`config.mk`:
```
export PLATFORM = sky130hd
export DESIGN_NAME = if_fetch_unit_flat
export DESIGN_NICKNAME = d
export VERILOG_FILES = /design/src/rtl/if_pkg.sv /design/src/rtl/if_fetch_unit_if.sv /design/src/rtl/if_skid_buffer.sv /design/src/rtl/if_fetch_unit.sv /design/src/flat_wrapper.sv
export SDC_FILE = /design/constraint.sdc
export NUM_CORES = 1
export LEC_CHECK = 0
export ABC_AREA = 0
export BUFFER_PORTS_ARGS = -buffer_cell sky130_fd_sc_hd__clkbuf_2
export CORE_MARGIN = 2
export CORE_UTILIZATION = 50
export CTS_BUF_LIST = sky130_fd_sc_hd__clkbuf_8
export CTS_CLUSTER_SIZE = 25
export DETAILED_ROUTE_END_ITERATION = 8
export GPL_TIMING_DRIVEN = 0
export MAX_ROUTING_LAYER = met4
export PLACE_DENSITY = 0.74
export SYNTH_ARGS = -nofsm -noshare
export SYNTH_HDL_FRONTEND = slang
export SYNTH_SLANG_ARGS = --single-unit
```
`constraint.sdc`:
```
create_clock -name clock -period 2.1 [get_ports clock]
set_input_delay 0.105 -clock clock [delete_from_list [all_inputs] [get_ports clock]]
set_output_delay 0.105 -clock clock [all_outputs]
set_load 0.03 [all_outputs]
```
`src/rtl/if_pkg.sv`:
```
// Shared types and widths for the instruction-fetch stage, the decoder and the IF/ID register.
package if_pkg;

  localparam int ADDR_W  = 8;
  localparam int INSTR_W = 20;
  localparam int OPC_W   = 4;

  // Opcode sits in the top bits of the instruction word.
  localparam int OPC_MSB = INSTR_W - 1;
  localparam int OPC_LSB = INSTR_W - OPC_W;

  typedef logic [1:0] state_t;

  localparam state_t S_IDLE  = 2'd0;
  localparam state_t S_FETCH = 2'd1;
  localparam state_t S_KILL  = 2'd2;
  localparam state_t S_FULL  = 2'd3;

endpackage

```
`src/rtl/if_fetch_unit_if.sv`:
```
// Instruction-memory handshake, hazard/redirect inputs and the IF/ID-facing outputs of the fetch stage.
interface if_fetch_unit_if;
  import if_pkg::*;

  logic               imem_req;
  logic [ADDR_W-1:0]  imem_addr;
  logic               imem_ack;
  logic [INSTR_W-1:0] imem_rdata;
  logic               stall;
  logic               branch_taken;
  logic [ADDR_W-1:0]  branch_target;
  logic [INSTR_W-1:0] instruction;
  logic [OPC_W-1:0]   opcode;
  logic [ADDR_W-1:0]  pc_out;
  logic               valid_out;

  modport master (
    output imem_req, imem_addr, instruction, opcode, pc_out, valid_out,
    input  imem_ack, imem_rdata, stall, branch_taken, branch_target
  );

  modport slave (
    input  imem_req, imem_addr, instruction, opcode, pc_out, valid_out,
    output imem_ack, imem_rdata, stall, branch_taken, branch_target
  );

endinterface

```
`src/rtl/if_skid_buffer.sv`:
```
// One-entry instruction+pc holding slot; catches a response that arrives while IF/ID is stalled.
module if_skid_buffer
  import if_pkg::*;
(
  input  logic               clock,
  input  logic               reset,
  input  logic               load_i,
  input  logic               drain_i,
  input  logic               clear_i,
  input  logic [INSTR_W-1:0] instr_i,
  input  logic [ADDR_W-1:0]  pc_i,
  output logic               valid_o,
  output logic [INSTR_W-1:0] instr_o,
  output logic [ADDR_W-1:0]  pc_o
);

  logic               valid_q;
  logic [INSTR_W-1:0] instr_q;
  logic [ADDR_W-1:0]  pc_q;

  // A redirect clear beats a simultaneous load so no pre-branch word survives.
  always_ff @(posedge clock) begin
    if (reset) begin
      valid_q <= 1'b0;
      instr_q <= '0;
      pc_q    <= '0;
    end else if (clear_i) begin
      valid_q <= 1'b0;
    end else if (load_i) begin
      valid_q <= 1'b1;
      instr_q <= instr_i;
      pc_q    <= pc_i;
    end else if (drain_i) begin
      valid_q <= 1'b0;
    end
  end

  assign valid_o = valid_q;
  assign instr_o = instr_q;
  assign pc_o    = pc_q;

endmodule

```
`src/rtl/if_fetch_unit.sv`:
```
// Instruction-fetch stage: PC generation, imem request/ack handshake, stall skid buffer and branch kill.
module if_fetch_unit
  import if_pkg::*;
#(
  parameter logic [ADDR_W-1:0] RESET_PC = '0
) (
  input  logic            clock,
  input  logic            reset,
  if_fetch_unit_if.master fetch_if
);

  state_t             state_q, state_d;
  logic [ADDR_W-1:0]  pc_q, pc_d;
  logic               req_q, req_d;
  logic [ADDR_W-1:0]  addr_q, addr_d;
  logic [INSTR_W-1:0] instr_q, instr_d;
  logic [ADDR_W-1:0]  pcOut_q, pcOut_d;
  logic               valid_q, valid_d;

  logic               bufLoad, bufDrain, bufValid;
  logic [INSTR_W-1:0] bufInstr;
  logic [ADDR_W-1:0]  bufPc;
  logic               ackValid, branch;

  assign ackValid = fetch_if.imem_ack && req_q;
  assign branch   = fetch_if.branch_taken && (state_q != S_IDLE);

  // Control: a redirect always wins; an in-flight request it orphans is parked in S_KILL.
  always_comb begin
    state_d = state_q;
    pc_d    = pc_q;
    bufLoad = 1'b0;
    case (state_q)
      S_IDLE: state_d = S_FETCH;
      S_FETCH: begin
        if (branch) begin
          pc_d    = fetch_if.branch_target;
          state_d = ackValid ? S_FETCH : S_KILL;
        end else if (ackValid) begin
          pc_d = pc_q + 1'b1;
          if (fetch_if.stall) begin
            bufLoad = 1'b1;
            state_d = S_FULL;
          end
        end
      end
      S_KILL: begin
        if (branch) pc_d = fetch_if.branch_target;
        if (ackValid) state_d = S_FETCH;
      end
      S_FULL: begin
        if (branch) begin
          pc_d    = fetch_if.branch_target;
          state_d = S_FETCH;
        end else if (!fetch_if.stall) begin
          state_d = S_FETCH;
        end
      end
      default: state_d = S_IDLE;
    endcase
  end

  // IF/ID output register: buffered word first, then a live response, else a bubble.
  always_comb begin
    valid_d  = valid_q;
    instr_d  = instr_q;
    pcOut_d  = pcOut_q;
    bufDrain = 1'b0;
    if (branch) begin
      valid_d = 1'b0;
    end else if (!fetch_if.stall) begin
      if (bufValid) begin
        valid_d  = 1'b1;
        instr_d  = bufInstr;
        pcOut_d  = bufPc;
        bufDrain = 1'b1;
      end else if (ackValid && (state_q == S_FETCH)) begin
        valid_d = 1'b1;
        instr_d = fetch_if.imem_rdata;
        pcOut_d = pc_q;
      end else begin
        valid_d = 1'b0;
      end
    end
  end

  // The killed request keeps its stale address until its ack retires it.
  always_comb begin
    req_d  = (state_d == S_FETCH) || (state_d == S_KILL);
    addr_d = (state_d == S_FETCH) ? pc_d : addr_q;
  end

  always_ff @(posedge clock) begin
    if (reset) begin
      state_q <= S_IDLE;
      pc_q    <= RESET_PC;
      req_q   <= 1'b0;
      addr_q  <= RESET_PC;
      instr_q <= '0;
      pcOut_q <= '0;
      valid_q <= 1'b0;
    end else begin
      state_q <= state_d;
      pc_q    <= pc_d;
      req_q   <= req_d;
      addr_q  <= addr_d;
      instr_q <= instr_d;
      pcOut_q <= pcOut_d;
      valid_q <= valid_d;
    end
  end

  if_skid_buffer u_skid (
    .clock   (clock),
    .reset   (reset),
    .load_i  (bufLoad),
    .drain_i (bufDrain),
    .clear_i (branch),
    .instr_i (fetch_if.imem_rdata),
    .pc_i    (pc_q),
    .valid_o (bufValid),
    .instr_o (bufInstr),
    .pc_o    (bufPc)
  );

  assign fetch_if.imem_req    = req_q;
  assign fetch_if.imem_addr   = addr_q;
  assign fetch_if.instruction = instr_q;
  assign fetch_if.opcode      = instr_q[OPC_MSB:OPC_LSB];
  assign fetch_if.pc_out      = pcOut_q;
  assign fetch_if.valid_out   = valid_q;

endmodule
```
`src/flat_wrapper.sv`:
```
// flat-port wrapper written by rule: the top's interface ports become plain ports
module if_fetch_unit_flat import if_pkg::*;
#(
  parameter logic [ADDR_W-1:0] RESET_PC = '0
)
  (clock, reset, fetch_if_imem_req, fetch_if_imem_addr, fetch_if_instruction, fetch_if_opcode, fetch_if_pc_out, fetch_if_valid_out, fetch_if_imem_ack, fetch_if_imem_rdata, fetch_if_stall, fetch_if_branch_taken, fetch_if_branch_target);
  if_fetch_unit_if fetch_if_i ();
  input  logic clock;
  input  logic reset;
  output wire logic [$bits(fetch_if_i.imem_req)-1:0] fetch_if_imem_req;
  output wire logic [$bits(fetch_if_i.imem_addr)-1:0] fetch_if_imem_addr;
  output wire logic [$bits(fetch_if_i.instruction)-1:0] fetch_if_instruction;
  output wire logic [$bits(fetch_if_i.opcode)-1:0] fetch_if_opcode;
  output wire logic [$bits(fetch_if_i.pc_out)-1:0] fetch_if_pc_out;
  output wire logic [$bits(fetch_if_i.valid_out)-1:0] fetch_if_valid_out;
  input wire logic [$bits(fetch_if_i.imem_ack)-1:0] fetch_if_imem_ack;
  input wire logic [$bits(fetch_if_i.imem_rdata)-1:0] fetch_if_imem_rdata;
  input wire logic [$bits(fetch_if_i.stall)-1:0] fetch_if_stall;
  input wire logic [$bits(fetch_if_i.branch_taken)-1:0] fetch_if_branch_taken;
  input wire logic [$bits(fetch_if_i.branch_target)-1:0] fetch_if_branch_target;
  assign fetch_if_imem_req = fetch_if_i.imem_req;
  assign fetch_if_imem_addr = fetch_if_i.imem_addr;
  assign fetch_if_instruction = fetch_if_i.instruction;
  assign fetch_if_opcode = fetch_if_i.opcode;
  assign fetch_if_pc_out = fetch_if_i.pc_out;
  assign fetch_if_valid_out = fetch_if_i.valid_out;
  assign fetch_if_i.imem_ack = fetch_if_imem_ack;
  assign fetch_if_i.imem_rdata = fetch_if_imem_rdata;
  assign fetch_if_i.stall = fetch_if_stall;
  assign fetch_if_i.branch_taken = fetch_if_branch_taken;
  assign fetch_if_i.branch_target = fetch_if_branch_target;
  if_fetch_unit #(.RESET_PC(RESET_PC)) u_core (.clock(clock), .reset(reset), .fetch_if(fetch_if_i));
endmodule
```
-- Word level (Yosys, flattened, before mapping)
Cells that the tools add are included.
- $add $sub $neg: 1
- eq/ne operators: 5
- muxes and demuxes: 27
- bitwise gates (word level): 2
- reduce and logical (&&, ||, !) cells: 12
- operators by type and width (operator ; count):
    $mux W20 ; 2
    $mux W8 ; 5
    $pmux W8 S2 ; 1
    $mux W2 ; 7
    $mux W1 ; 11
    $add A8 B1 Y8 const B ; 1
    $pmux W2 S4 ; 1
    $eq A2 B2 Y1 const B ; 3
    $reduce_bool A2 Y1 ; 3
    $eq A2 B1 Y1 const B ; 2
    $reduce_or A2 Y1 ; 2
    $logic_and A1 B1 Y1 ; 3
    $reduce_and A3 Y1 ; 1
    $logic_not A2 Y1 ; 1
    $not A1 Y1 ; 2
    $reduce_and A2 Y1 ; 1
    $logic_or A1 B1 Y1 ; 1
- bits in registers: 77
- input bits: 33
- output and inout port bits: 42
- logic and storage cells: 57

-- Longest topological paths before layout
Gate-level depths: netlist of the first run.
- depth after elaboration: 6
- gate-level depth with buffers: 8
- depth with buffers taken out: 7

-- Modules after synthesis
A second synthesis of the first run with hierarchy kept.
- cells, all modules: 379
- area, all modules: 3798.6 um^2
- by module, submodules not included (module ; instances ; cells an instance ; area an instance (um^2) ; sequential area each (um^2)):
    if_fetch_unit ; 1 ; 247 ; 2357.3 ; 960.9
    if_skid_buffer ; 1 ; 132 ; 1441.4 ; 580.6

-- Worst setup path after synthesis of the first run
Ideal clock, no wire load.
- path type: register -> register
- start: register u_core.req_q, in the netlist u_core.fetch_if.imem_req
- end: register u_core.addr_q[5], in the netlist u_core.fetch_if.imem_addr[5]
- library setup time: 88 ps
- arrival: 1979 ps
- required time: 2012 ps
- path slack: 33 ps
- stages on the path, launching flop included: 8
- path buffers: 1
- clock period less this slack: 2067 ps
- cell sequence: dfxtp_1 > a21oi_1 > mux2i_1 > a22oi_1 > ha_1 > clkbuf_1 > nor2_1 > a311oi_2
- cells in the longest elaborated chain, start to end: 5
- elaborated cells on any way between the ends: 10
- those cells by class: eq/ne: 1; mux: 8; reduce/logical: 1
- RTL lines (element ; line ; text):
    start, declared ; if_fetch_unit.sv:14 ; logic req_q, req_d;
    start signal, assigned ; if_fetch_unit.sv:105 ; req_q <= req_d;
    $logic_and A1 B1 Y1 (*) ; if_fetch_unit.sv:25 ; assign ackValid = fetch_if.imem_ack && req_q;
    $mux W2 (on tied branches) ; if_fetch_unit.sv:39, if_fetch_unit.sv:38 ;
    $mux W2 ; if_fetch_unit.sv:36 ; if (branch) begin
    $pmux W2 S4 ; if_fetch_unit.sv:33 ; case (state_q)
    $eq A2 B1 Y1 ; if_fetch_unit.sv:90 ; addr_d = (state_d == S_FETCH) ? pc_d : addr_q;
    end signal, assigned ; if_fetch_unit.sv:106 ; addr_q <= addr_d;
    end, declared ; if_fetch_unit.sv:15 ; logic [ADDR_W-1:0] addr_q, addr_d;
Mark *: on every way between the ends. The rest lies on a longest branch, timed or not.
A chain may end at the register's enable or synchronous reset.

-- Worst setup path after layout of the first run
- start: register u_core.state_q[1]
- end: register u_core.addr_q[6], in the netlist u_core.fetch_if.imem_addr[6]
- cells in the longest elaborated chain, start to end: 5
- elaborated cells on any way between the ends: 18
- those cells by class: eq/ne: 4; mux: 10; reduce/logical: 4
- RTL lines (element ; line ; text):
    start, declared ; if_fetch_unit.sv:12 ; state_t state_q, state_d;
    start signal, assigned ; if_fetch_unit.sv:103 ; state_q <= state_d;
    $mux W2 or $reduce_bool A2 Y1 (tied branches) ; if_fetch_unit.sv:41, if_fetch_unit.sv:26 ;
    $mux W2 or $logic_and A1 B1 Y1 (tied branches) ; if_fetch_unit.sv:39, if_fetch_unit.sv:26 ;
    $mux W2 (on tied branches) ; if_fetch_unit.sv:36, if_fetch_unit.sv:52 ;
    $pmux W2 S4 ; if_fetch_unit.sv:33 ;
    $eq A2 B1 Y1 ; if_fetch_unit.sv:90 ;
Several ways; a longest one is shown, not always the timed one.

==> results of run 1 <==
power by group:
group	internal, uW	total [uW]	switching [uW]
logic	230	583	353
registers	1530	1580	53.2
clock network	579	1140	558
total	2340	3300	965
layout by cell type (no fill, tap or decap), types with 5 or more instances in the layout:
master | Yosys | final
nor3_1 | 8 | 8
clkbuf_2 | 0 | 73
nor2_1 | 43 | 43
clkbuf_1 | 13 | 12
dfxtp_1 | 77 | 77
a21oi_1 | 35 | 34
mux2i_1 | 30 | 30
dlygate4sd3_1 | 0 | 20
nand2_1 | 60 | 60
buf_2 | 10 | 10
o21ai_0 | 5 | 5
nor2b_1 | 8 | 8
a211oi_2 | 21 | 21
inv_1 | 4 | 5
a211oi_1 | 11 | 11
clkbuf_8 | 0 | 10
buf_4 | 6 | 8
cells by family after synthesis:
family          count (synthesis)
buf+inv                        37
flops                          77
compound gates                 95
fa+ha+maj                       2
simple gates                  139
mux                            31
timing repair:
action                                  CTS  global route
gates cloned                              0             0
pin swaps                                 0             1
buffers inserted                          0             2
endpoints found under the hold margin    20             0
gates resized for setup                   3             4
endpoints found under the setup margin    7             5
hold buffers                             20             0
layout make-up:
class / instances / area, um2 / share of cell area
timing repair buffer: 95 / 581 / 0.134
multi-input combinational: 267 / 1720 / 0.398
inverter: 4 / 15.0 / 0.00348
clock inverter: 6 / 62.6 / 0.0145
tap: 80 / 100 / 0.0232
clock buffer: 10 / 138 / 0.0319
sequential: 77 / 1540 / 0.357
buffer: 33 / 163 / 0.0376
path summary, 6_finish.rpt:
| check | cells past startpoint | from | slack, ps | to |
|---|---|---|---|---|
| setup reg to reg | 8 | u_core.state_q[1]$_SDFF_PP0_ | 140 | u_core.fetch_if.imem_addr[6]$_SDFFE_PP0N_ |
| setup / recovery | 8 | u_core.state_q[1]$_SDFF_PP0_ | 140 | u_core.fetch_if.imem_addr[6]$_SDFFE_PP0N_ |
| hold / removal | 3 | fetch_if_branch_target[3] | 30 | u_core.pc_q[3]$_SDFF_PP0_ |
| hold reg to reg | 2 | u_core.u_skid.pc_o[5]$_SDFFE_PP0P_ | 460 | u_core.u_skid.pc_o[5]$_SDFFE_PP0P_ |
routing by layer:
layer  GRT usage  wire length [um]
met1       0.303              3780
met2       0.363              3870
met3      0.0286               371
met4       0.118               193
met5           -                 0
flip-flops by register name, summed over array words and instances, names as in the netlist:
name and cells:
u_core.fetch_if.imem_addr 8, u_core.pc_q 8, u_core.fetch_if.imem_req 1, u_core.u_skid.valid_o 1, u_core.state_q 2, u_core.fetch_if.instruction 20, u_core.u_skid.pc_o 8, u_core.fetch_if.valid_out 1
u_core.fetch_if.pc_out 8, u_core.u_skid.instr_o 20
metrics by stage:
step           hold WS [ps]  cell area (um2)
2_1_floorplan           226             3410
3_3_place_gp            343             3870
3_5_place_dp            350             3870
4_1_cts                13.3             4280
5_1_grt                43.1             4320
6_report               26.0             4320
tightest hold or removal path: cells and delay by family:
kind          cells  cell delay [ps]
simple gates      2              130
buf+inv           1               90
==> reports/qor.txt, run 1 <==
Syn Inst Count: 381
Sink Count: 77
Most used DFF post-synth: dfxtp_1
Ys Warns: 0
Max-cap violations: 0
Req. time, crit path: 2360 ps
Worst-path fanout max: 10
Worst vdd ir: 0.538 mV
Gr usage total: 0.234
CTS buffer count: 9
First-pass iteration count of the detailed router: 4
N_diodes: 0
Clk_lat worst skew: 350 ps
Most frequent cell after synthesis: dfxtp_1
Vias in the first global route: 2,945
Hold Fails Final Rpt: 0
Vias/cell: 5.39
Post-synth EDFFs: 0
Final ANT Viol Nets: 0
Ordered list of cells on the worst path: buf_2, a21oi_2, mux2i_1, a22oi_2, ha_4, clkbuf_4, a21o_1, a311oi_2
Setup Crit Path Kind: flop to flop
Total die area: 7490 um2
Fillers: 559
Worst clock skew: 7.48 ps
Status: complete, no violations
Total gr overflow: 0
Simple-gate share of the synthesized area: 0.184
Fraction of registers with async set/reset: 0
Synth cell count leaders: dfxtp_1 (77), nand2_1 (60), nor2_1 (43)
Clock transition at path regs: 80 ps
Adder-Cell Fraction of Synth Area: 0.00734
Core footprint: 6680 um2
Ports: 75
I/O Buffers: 73
Data arrival time of the worst path: 2210 ps
Pin count of the biggest net entering global routing: 14
Syn Std Cell Area: 3410 um2
RSZ-0062 raised after global routing: false
Total Power: 3300 uW
Starting Density: 0.510
Top post-synthesis cells by area: dfxtp_1 (45%), mux2i_1 (8.8%), a211oi_2 (7.7%)
Pwr Density: 764 nW/um2
Largest family of logic cells by synthesized area: compound AO/OA/AOI/OAI gates
Die Wd: 86.6 um
Pleak: 0.00159 uW
FMAX: 511 MHz
Setup TNS: 0 ps
Syn_area_per_cell: 8.95 um2
Class of the worst hold path: input pin to flop
Yosys reg bits: 77
Synth Area in XOR/XNOR: 0
Sequential-to-total area share from yosys stat: 0.452
Share of cells above drive strength 1: 0.283
Wire per inst: 14.4 um
# setup viols final: 0
Fin crit share: 0.932
Area grow syn2layout: 26.8%
Syn Nets: 416
CTS Buffer Depth: 2
GP Congestion: 0.909
Mux cell area share after synthesis: 0.0914
Chip Height: 86.6 um
Crit-path slowest cell: dfxtp_1
DRT Wirelength: 8.21 mm
Nets: 522
Post-synth top area cell: dfxtp_1
Initial antenna violation count: 0
Clock Tree Root: clkbuf_8
Measured slew at the worst slew-check pin: 776 ps
Util after Layout: 0.647
Post-DP HPWL: 5.60 mm
Slew Viols, Final: 0
CP bufs+invs: 2
Cell variety after synth: 45
Synth Area in Compound Gates: 0.214
Pre-CTS setup slack: -157 ps
CP Launch Type: flop
Top delay family on crit path: compound AO/OA/AOI/OAI gates
Crit. End Element: flop
Number of instances in the placed design: 534
H-tree lvl count: 3
Setup slack after layout: 144 ps
Final min period: 1960 ps
CP peak stage delay: 330 ps
Cell row count: 30
Area share of the largest cell type after synthesis: 0.452
Detailed Route Iter0 Violations: 121
Remaining DRCs: 0
TritonCTS clock tree: done
Vias: 3,082
Max-slew headroom: 0.482
First-pass GRT wire length: 13.4 mm
Final cell count without fillers: 572
Power figures use the tool's default switching activity.
==> run 2, diff against run 1 <==
--- a/config.mk
+++ b/config.mk
@@ -8,13 +8,13 @@
 export ABC_AREA = 0
 export BUFFER_PORTS_ARGS = -buffer_cell sky130_fd_sc_hd__clkbuf_2
 export CORE_MARGIN = 2
-export CORE_UTILIZATION = 50
+export CORE_UTILIZATION = 29
 export CTS_BUF_LIST = sky130_fd_sc_hd__clkbuf_8
 export CTS_CLUSTER_SIZE = 25
 export DETAILED_ROUTE_END_ITERATION = 8
 export GPL_TIMING_DRIVEN = 0
 export MAX_ROUTING_LAYER = met4
-export PLACE_DENSITY = 0.74
+export PLACE_DENSITY = 0.53
 export SYNTH_ARGS = -nofsm -noshare
 export SYNTH_HDL_FRONTEND = slang
 export SYNTH_SLANG_ARGS = --single-unit
==> run 2 against run 1 <==
Effect of this change:
- critical path depth is the same
- power grew 2.7%
- via count shrank 1.7%
- register-to-register slack lost 20 ps
- clock skew grew 0.72 ps
- maximum frequency shrank 1.2%
- sequential share of layout area shrank 0.69 points
- critical endpoint unchanged
==> reports/qor.txt, run 2 (same netlist as run 1, synthesis figures left out) <==
Vias in the first global route: 2,959 (+0.48%)
Initial antenna violation count: 0 (unchanged)
RSZ-0062 raised after global routing: false
Nets: 521 (-0.19%)
Data arrival time of the worst path: 2240 ps (+30 ps)
Detailed Route Iter0 Violations: 131 (+8.3%)
H-tree lvl count: 3 (unchanged)
Ports: 75 (unchanged)
CP Launch Type: flop
Final cell count without fillers: 633 (+11%)
Number of instances in the placed design: 597 (+12%)
Slew Viols, Final: 0 (unchanged)
Clock transition at path regs: 80 ps (about the same)
Vias: 3,030 (-1.7%)
Max-slew headroom: 0.491 (+0.00832)
Chip Height: 112 um (+30%)
Most common cell after layout, fill and taps aside: dfxtp_1
Worst vdd ir: 0.275 mV (-49%)
TritonCTS clock tree: done
Area grow syn2layout: 29.3%
Fillers: 1,203 (+120%)
Worst-path fanout max: 10 (unchanged)
GP Congestion: 0.883 (-2.8%)
First-pass iteration count of the detailed router: 4 (unchanged)
Cell row count: 39 (+30%)
Remaining DRCs: 0 (unchanged)
Final ANT Viol Nets: 0 (unchanged)
Commonest cells after routing, fill and taps aside: dfxtp_1 (77), clkbuf_2 (73), nand2_1 (60)
WHS: 20.6 ps (-5.47 ps)
CTS Buffer Depth: 2 (unchanged)
Clock Tree Root: clkbuf_8
Total Power: 3390 uW (+2.7%)
Clk_lat worst skew: 350 ps (about the same)
Total die area: 12,600 um2 (+69%)
Crit-path slowest cell: dfxtp_1
Req. time, crit path: 2360 ps (about the same)
Measured slew at the worst slew-check pin: 764 ps (-12.5 ps)
Ordered list of cells on the worst path: buf_2, a21oi_1, mux2i_1, a22oi_1, ha_2, clkbuf_4, a21o_1, a311oi_2
Status: complete, no violations
Crit. End Element: flop
# setup viols final: 0 (unchanged)
Wire per inst: 14.2 um (-0.74%)
Setup Crit Path Kind: flop to flop
Pre-CTS setup slack: -208 ps (-50.5 ps)
Gr usage total: 0.151 (-0.0829)
CP bufs+invs: 2 (unchanged)
Sink Count: 77 (unchanged)
Setup slack after layout: 120 ps (-23.8 ps)
Total gr overflow: 0 (unchanged)
Worst clock skew: 8.20 ps (+0.720 ps)
Pleak: 0.00160 uW (+0.59%)
Pwr Density: 769 nW/um2 (+0.69%)
Register area: 1540 um2 (unchanged)
Vias/cell: 4.79 (-11%)
DRT Wirelength: 9.02 mm (+9.8%)
Fin crit share: 0.943 (+0.0113)
Multi-input combinational cell area: 1700 um2 (-1.1%)
FMAX: 505 MHz (-1.2%)
Share of cells above drive strength 1: 0.278 (-0.00497)
CTS buffer count: 9 (unchanged)
First-pass GRT wire length: 15.0 mm (+12%)
Class of the worst hold path: input pin to flop
CP peak stage delay: 330 ps (about the same)
I/O Buffers: 73 (unchanged)
Pin count of the biggest net entering global routing: 13 (-1)
Top delay family on crit path: compound AO/OA/AOI/OAI gates
Die Wd: 112 um (+30%)
Hold Fails Final Rpt: 0 (unchanged)
Max-cap violations: 0 (unchanged)
Post-DP HPWL: 6.49 mm (+16%)
Final min period: 1980 ps (+23.8 ps)
Core footprint: 11,500 um2 (+72%)
N_diodes: 0 (unchanged)
Starting Density: 0.297 (-0.213)
run 2: changes by cell type in the layout (fill, tap and decap cells not counted), sizes merged:
cell	change
bufinv	+1
clkinvlp	-1
buf	-2
clkbuf	+1
inv	-1
run 2: metrics by stage:
stage | area (um2) | util | setup TNS (ps)
2_1_floorplan | 3410 | - | 0
3_3_place_gp | 3950 | 0.345 | -897
3_5_place_dp | 3950 | 0.345 | -969
4_1_cts | 4370 | 0.381 | 0
5_1_grt | 4410 | 0.384 | 0
6_report | 4410 | 0.384 | 0
run 2: final timing paths:
path,from,end,slack [ps],cells after the start
setup / recovery,u_core.state_q[1]$_SDFF_PP0_,u_core.fetch_if.imem_addr[6]$_SDFFE_PP0N_,120,8
hold / removal,fetch_if_branch_target[3],u_core.pc_q[3]$_SDFF_PP0_,20,3
setup reg to reg,u_core.state_q[1]$_SDFF_PP0_,u_core.fetch_if.imem_addr[6]$_SDFFE_PP0N_,120,8
hold reg to reg,u_core.u_skid.pc_o[5]$_SDFFE_PP0P_,u_core.u_skid.pc_o[5]$_SDFFE_PP0P_,460,2
run 2: routing by layer:
metal,wire (um),share of wire,track usage
met3,297,0.033,0.0194
met1,4300,0.48,0.199
met4,119,0.013,0.0610
met5,0,0,-
met2,4300,0.48,0.238
run 2: power by group:
part / total (uW) / switching (uW) / internal (uW) / leakage (uW)
logic: 586 / 354 / 231 / 0.000866
clock network: 1220 / 533 / 689 / 0.000110
registers: 1580 / 53.6 / 1530 / 0.000625
total: 3390 / 941 / 2450 / 0.00160
run 2: tightest hold or removal path, delay by kind of cell:
kind,cells,cell delay [ps]
simple gates,2,130
buf+inv,1,90
run 2: cell type report:
type	instances	share of cell area
Clock buffer	10	0.0312
Buffer	32	0.0366
Multi-Input combinational cell	267	0.386
Tap cell	143	0.0406
Clock inverter	5	0.0173
Inverter	4	0.00341
Timing Repair Buffer	95	0.135
Sequential cell	77	0.350
run 2: repair_timing:
| item | CTS | global route |
|---|---|---|
| endpoints found under the hold margin | 20 | 0 |
| pin swaps | 0 | 1 |
| setup endpoints to repair | 7 | 9 |
| resized for setup | 2 | 4 |
| hold buffers | 20 | 0 |
| buffers inserted | 0 | 2 |
==> run 3, diff against run 2 <==
--- a/config.mk
+++ b/config.mk
@@ -5,7 +5,6 @@
 export SDC_FILE = /design/constraint.sdc
 export NUM_CORES = 1
 export LEC_CHECK = 0
-export ABC_AREA = 0
 export BUFFER_PORTS_ARGS = -buffer_cell sky130_fd_sc_hd__clkbuf_2
 export CORE_MARGIN = 2
 export CORE_UTILIZATION = 29
@@ -15,6 +14,7 @@
 export GPL_TIMING_DRIVEN = 0
 export MAX_ROUTING_LAYER = met4
 export PLACE_DENSITY = 0.53
+export RECOVER_POWER = 25
 export SYNTH_ARGS = -nofsm -noshare
 export SYNTH_HDL_FRONTEND = slang
 export SYNTH_SLANG_ARGS = --single-unit
==> run 3 against run 2 <==
Effect of this change:
- setup slack lost 0.57 ps
- utilization down 0.32 points
- via count down 0.26%
- power down 0.24%
- register-to-register slack about the same
- count of clock-buffer cells in the layout unchanged
- sequential share of layout area is 0.29 points higher
- maximum frequency hardly changed
==> reports/qor.txt, run 3 (same netlist as run 1, synthesis figures left out) <==
Status: complete, no violations
TritonCTS clock tree: done
WHS: 20.9 ps (+0.284 ps)
Number of instances in the placed design: 597 (unchanged)
DRT met1 WL: 4.32 mm (+0.44%)
Clock share of power: 0.362 (about the same)
Initial antenna violation count: 0 (unchanged)
Setup TNS: 0 ps (unchanged)
Pwr Density: 774 nW/um2 (+0.59%)
R2r endpoint: u_core.fetch_if.imem_addr[6]$_SDFFE_PP0N_
Ports: 75 (unchanged)
Post-DP HPWL: 6.49 mm (unchanged)
Max-cap violations: 0 (unchanged)
Worst clock skew: 7.37 ps (-0.828 ps)
R2R depth: 8 (unchanged)
CTS Buffer Depth: 2 (unchanged)
Die Wd: 112 um (unchanged)
R2r setup slk: 120 ps (about the same)
Most common cell after layout, fill and taps aside: dfxtp_1
Worst vdd ir: 0.277 mV (+0.87%)
Clock Tree Root: clkbuf_8
N_diodes: 0 (unchanged)
DRT Wirelength: 9.05 mm (+0.31%)
Setup Crit Path Kind: flop to flop
Final min period: 1980 ps (+0.574 ps)
Total die area: 12,600 um2 (unchanged)
GP Congestion: 0.883 (unchanged)
Switch share: 0.279 (+0.000959)
First-pass GRT wire length: 15.0 mm (unchanged)
CP Launch Type: flop
Vias in the first global route: 2,959 (unchanged)
Remaining DRCs: 0 (unchanged)
I/O Buffers: 73 (unchanged)
Measured slew at the worst slew-check pin: 764 ps (+0.119 ps)
H-tree lvl count: 3 (unchanged)
Vias: 3,022 (-0.26%)
FMAX: 505 MHz (about the same)
Hold Fails Final Rpt: 0 (unchanged)
Register area: 1540 um2 (unchanged)
Met2 wire length: 4.31 mm (+0.19%)
Reg2reg start: u_core.state_q[1]$_SDFF_PP0_
Gr usage total: 0.151 (unchanged)
Multi-input combinational cell area: 1700 um2 (unchanged)
Worst-path fanout max: 10 (unchanged)
Wire per inst: 14.3 um (+0.31%)
Fillers: 1,219 (+1.3%)
Cell row count: 39 (unchanged)
Pin count of the biggest net entering global routing: 13 (unchanged)
Share of cells above drive strength 1: 0.218 (-0.0592)
Final ANT Viol Nets: 0 (unchanged)
Vias/cell: 4.77 (-0.26%)
Worst Setup SP: u_core.state_q[1]$_SDFF_PP0_
Max-slew headroom: 0.491 (about the same)
Final cell count without fillers: 633 (unchanged)
RSZ-0062 raised after global routing: false
Total gr overflow: 0 (unchanged)
Critical Path End: u_core.fetch_if.imem_addr[6]$_SDFFE_PP0N_
Part of the power in combinational logic: 0.171 (-0.002)
Top Layer Used: met4
Clk_lat worst skew: 350 ps (about the same)
Starting Density: 0.297 (unchanged)
Area grow syn2layout: 28.2%
Sink Count: 77 (unchanged)
Commonest cells after routing, fill and taps aside: dfxtp_1 (77), nand2_1 (60), clkbuf_2 (44)
Sw Pwr: 942 uW (+0.11%)
Chip Height: 112 um (unchanged)
Core footprint: 11,500 um2 (unchanged)
Crit. End Element: flop
CTS buffer count: 9 (unchanged)
Clock transition at path regs: 80 ps (about the same)
First-pass iteration count of the detailed router: 4 (unchanged)
Internal Power: 2440 uW (-0.37%)
Req. time, crit path: 2360 ps (about the same)
Metal3 WL: 297 um (unchanged)
Data arrival time of the worst path: 2240 ps (about the same)
Nets: 521 (unchanged)
Slew Viols, Final: 0 (unchanged)
Fin crit share: 0.943 (about the same)
Pleak: 0.00150 uW (-6.2%)
Detailed Route Iter0 Violations: 133 (+1.5%)
Sequential share of power: 0.467 (about the same)
# setup viols final: 0 (unchanged)
Class of the worst hold path: input pin to flop
==> run 3: cell types whose count changed in the layout (fill, tap and decap cells not counted) <==
cell	previous run	this run
clkbuf_2	73	44
clkbuf_1	12	41
==> run 3: worst max-delay path, cell delays in order, from the launching register on <==
cell and delay [ps]:
dfxtp_1 330, buf_2 170, a21oi_1 160, mux2i_1 210, a22oi_1 130, ha_2 240
clkbuf_4 210, a21o_1 190, a311oi_2 260
==> run 3: worst min-delay path by stage <==
stage                              start                                      to  slack, ps  cells past startpoint
2_1_floorplan             fetch_if_stall  u_core.fetch_if.valid_out$_SDFFE_PP0N_        230                      1
3_3_place_gp      fetch_if_imem_rdata[3]   u_core.u_skid.instr_o[3]$_SDFFE_PP0P_        340                      3
3_5_place_dp      fetch_if_imem_rdata[7]   u_core.u_skid.instr_o[7]$_SDFFE_PP0P_        350                      3
4_1_cts        fetch_if_branch_target[3]               u_core.pc_q[3]$_SDFF_PP0_          4                      3
5_1_grt        fetch_if_branch_target[3]               u_core.pc_q[3]$_SDFF_PP0_         50                      3
6_report       fetch_if_branch_target[3]               u_core.pc_q[3]$_SDFF_PP0_         20                      3
==> run 3: metal layers <==
metal,up-vias,track usage
met2,53,0.238
met4,0,0.0610
met5,-,-
li1,1551,-
met1,1410,0.199
met3,8,0.0194
==> run 3: area by class of cell <==
cell class,instances,area share
buffer,32,0.0369
clock buffer,10,0.0315
clock inverter,5,0.0175
inverter,4,0.00344
multi-input combinational,267,0.389
sequential,77,0.353
tap,143,0.0410
timing repair buffer,95,0.127
==> run 3: repair_timing <==
| action | 4_1_cts | 5_1_grt |
|---|---|---|
| resized for setup | 2 | 4 |
| setup buffers | 0 | 2 |
| pin swaps | 0 | 1 |
| hold buffers | 20 | 0 |
| hold endpoints to repair | 20 | 0 |
| endpoints found under the setup margin | 7 | 9 |
==> run 3: through the flow <==
step                instance area (um2)  total power, uW  setup slack [ps]  utilization
global route                       4370             3540              25.0        0.381
global placement                   3950             2140              -201        0.345
finish                             4370             3380               119        0.381
CTS                                4370             3410              19.7        0.381
detailed placement                 3950             2140              -208        0.345
floorplan                          3410             1970              33.3            -
==> run 3: power groups by stage <==
stage / Clock, uW / Combinational (uW) / Sequential (uW)
floorplan: 0 / 277 / 1690
global placement: 0 / 524 / 1610
detailed placement: 0 / 527 / 1620
CTS: 1260 / 563 / 1580
global route: 1320 / 634 / 1590
finish: 1220 / 577 / 1580
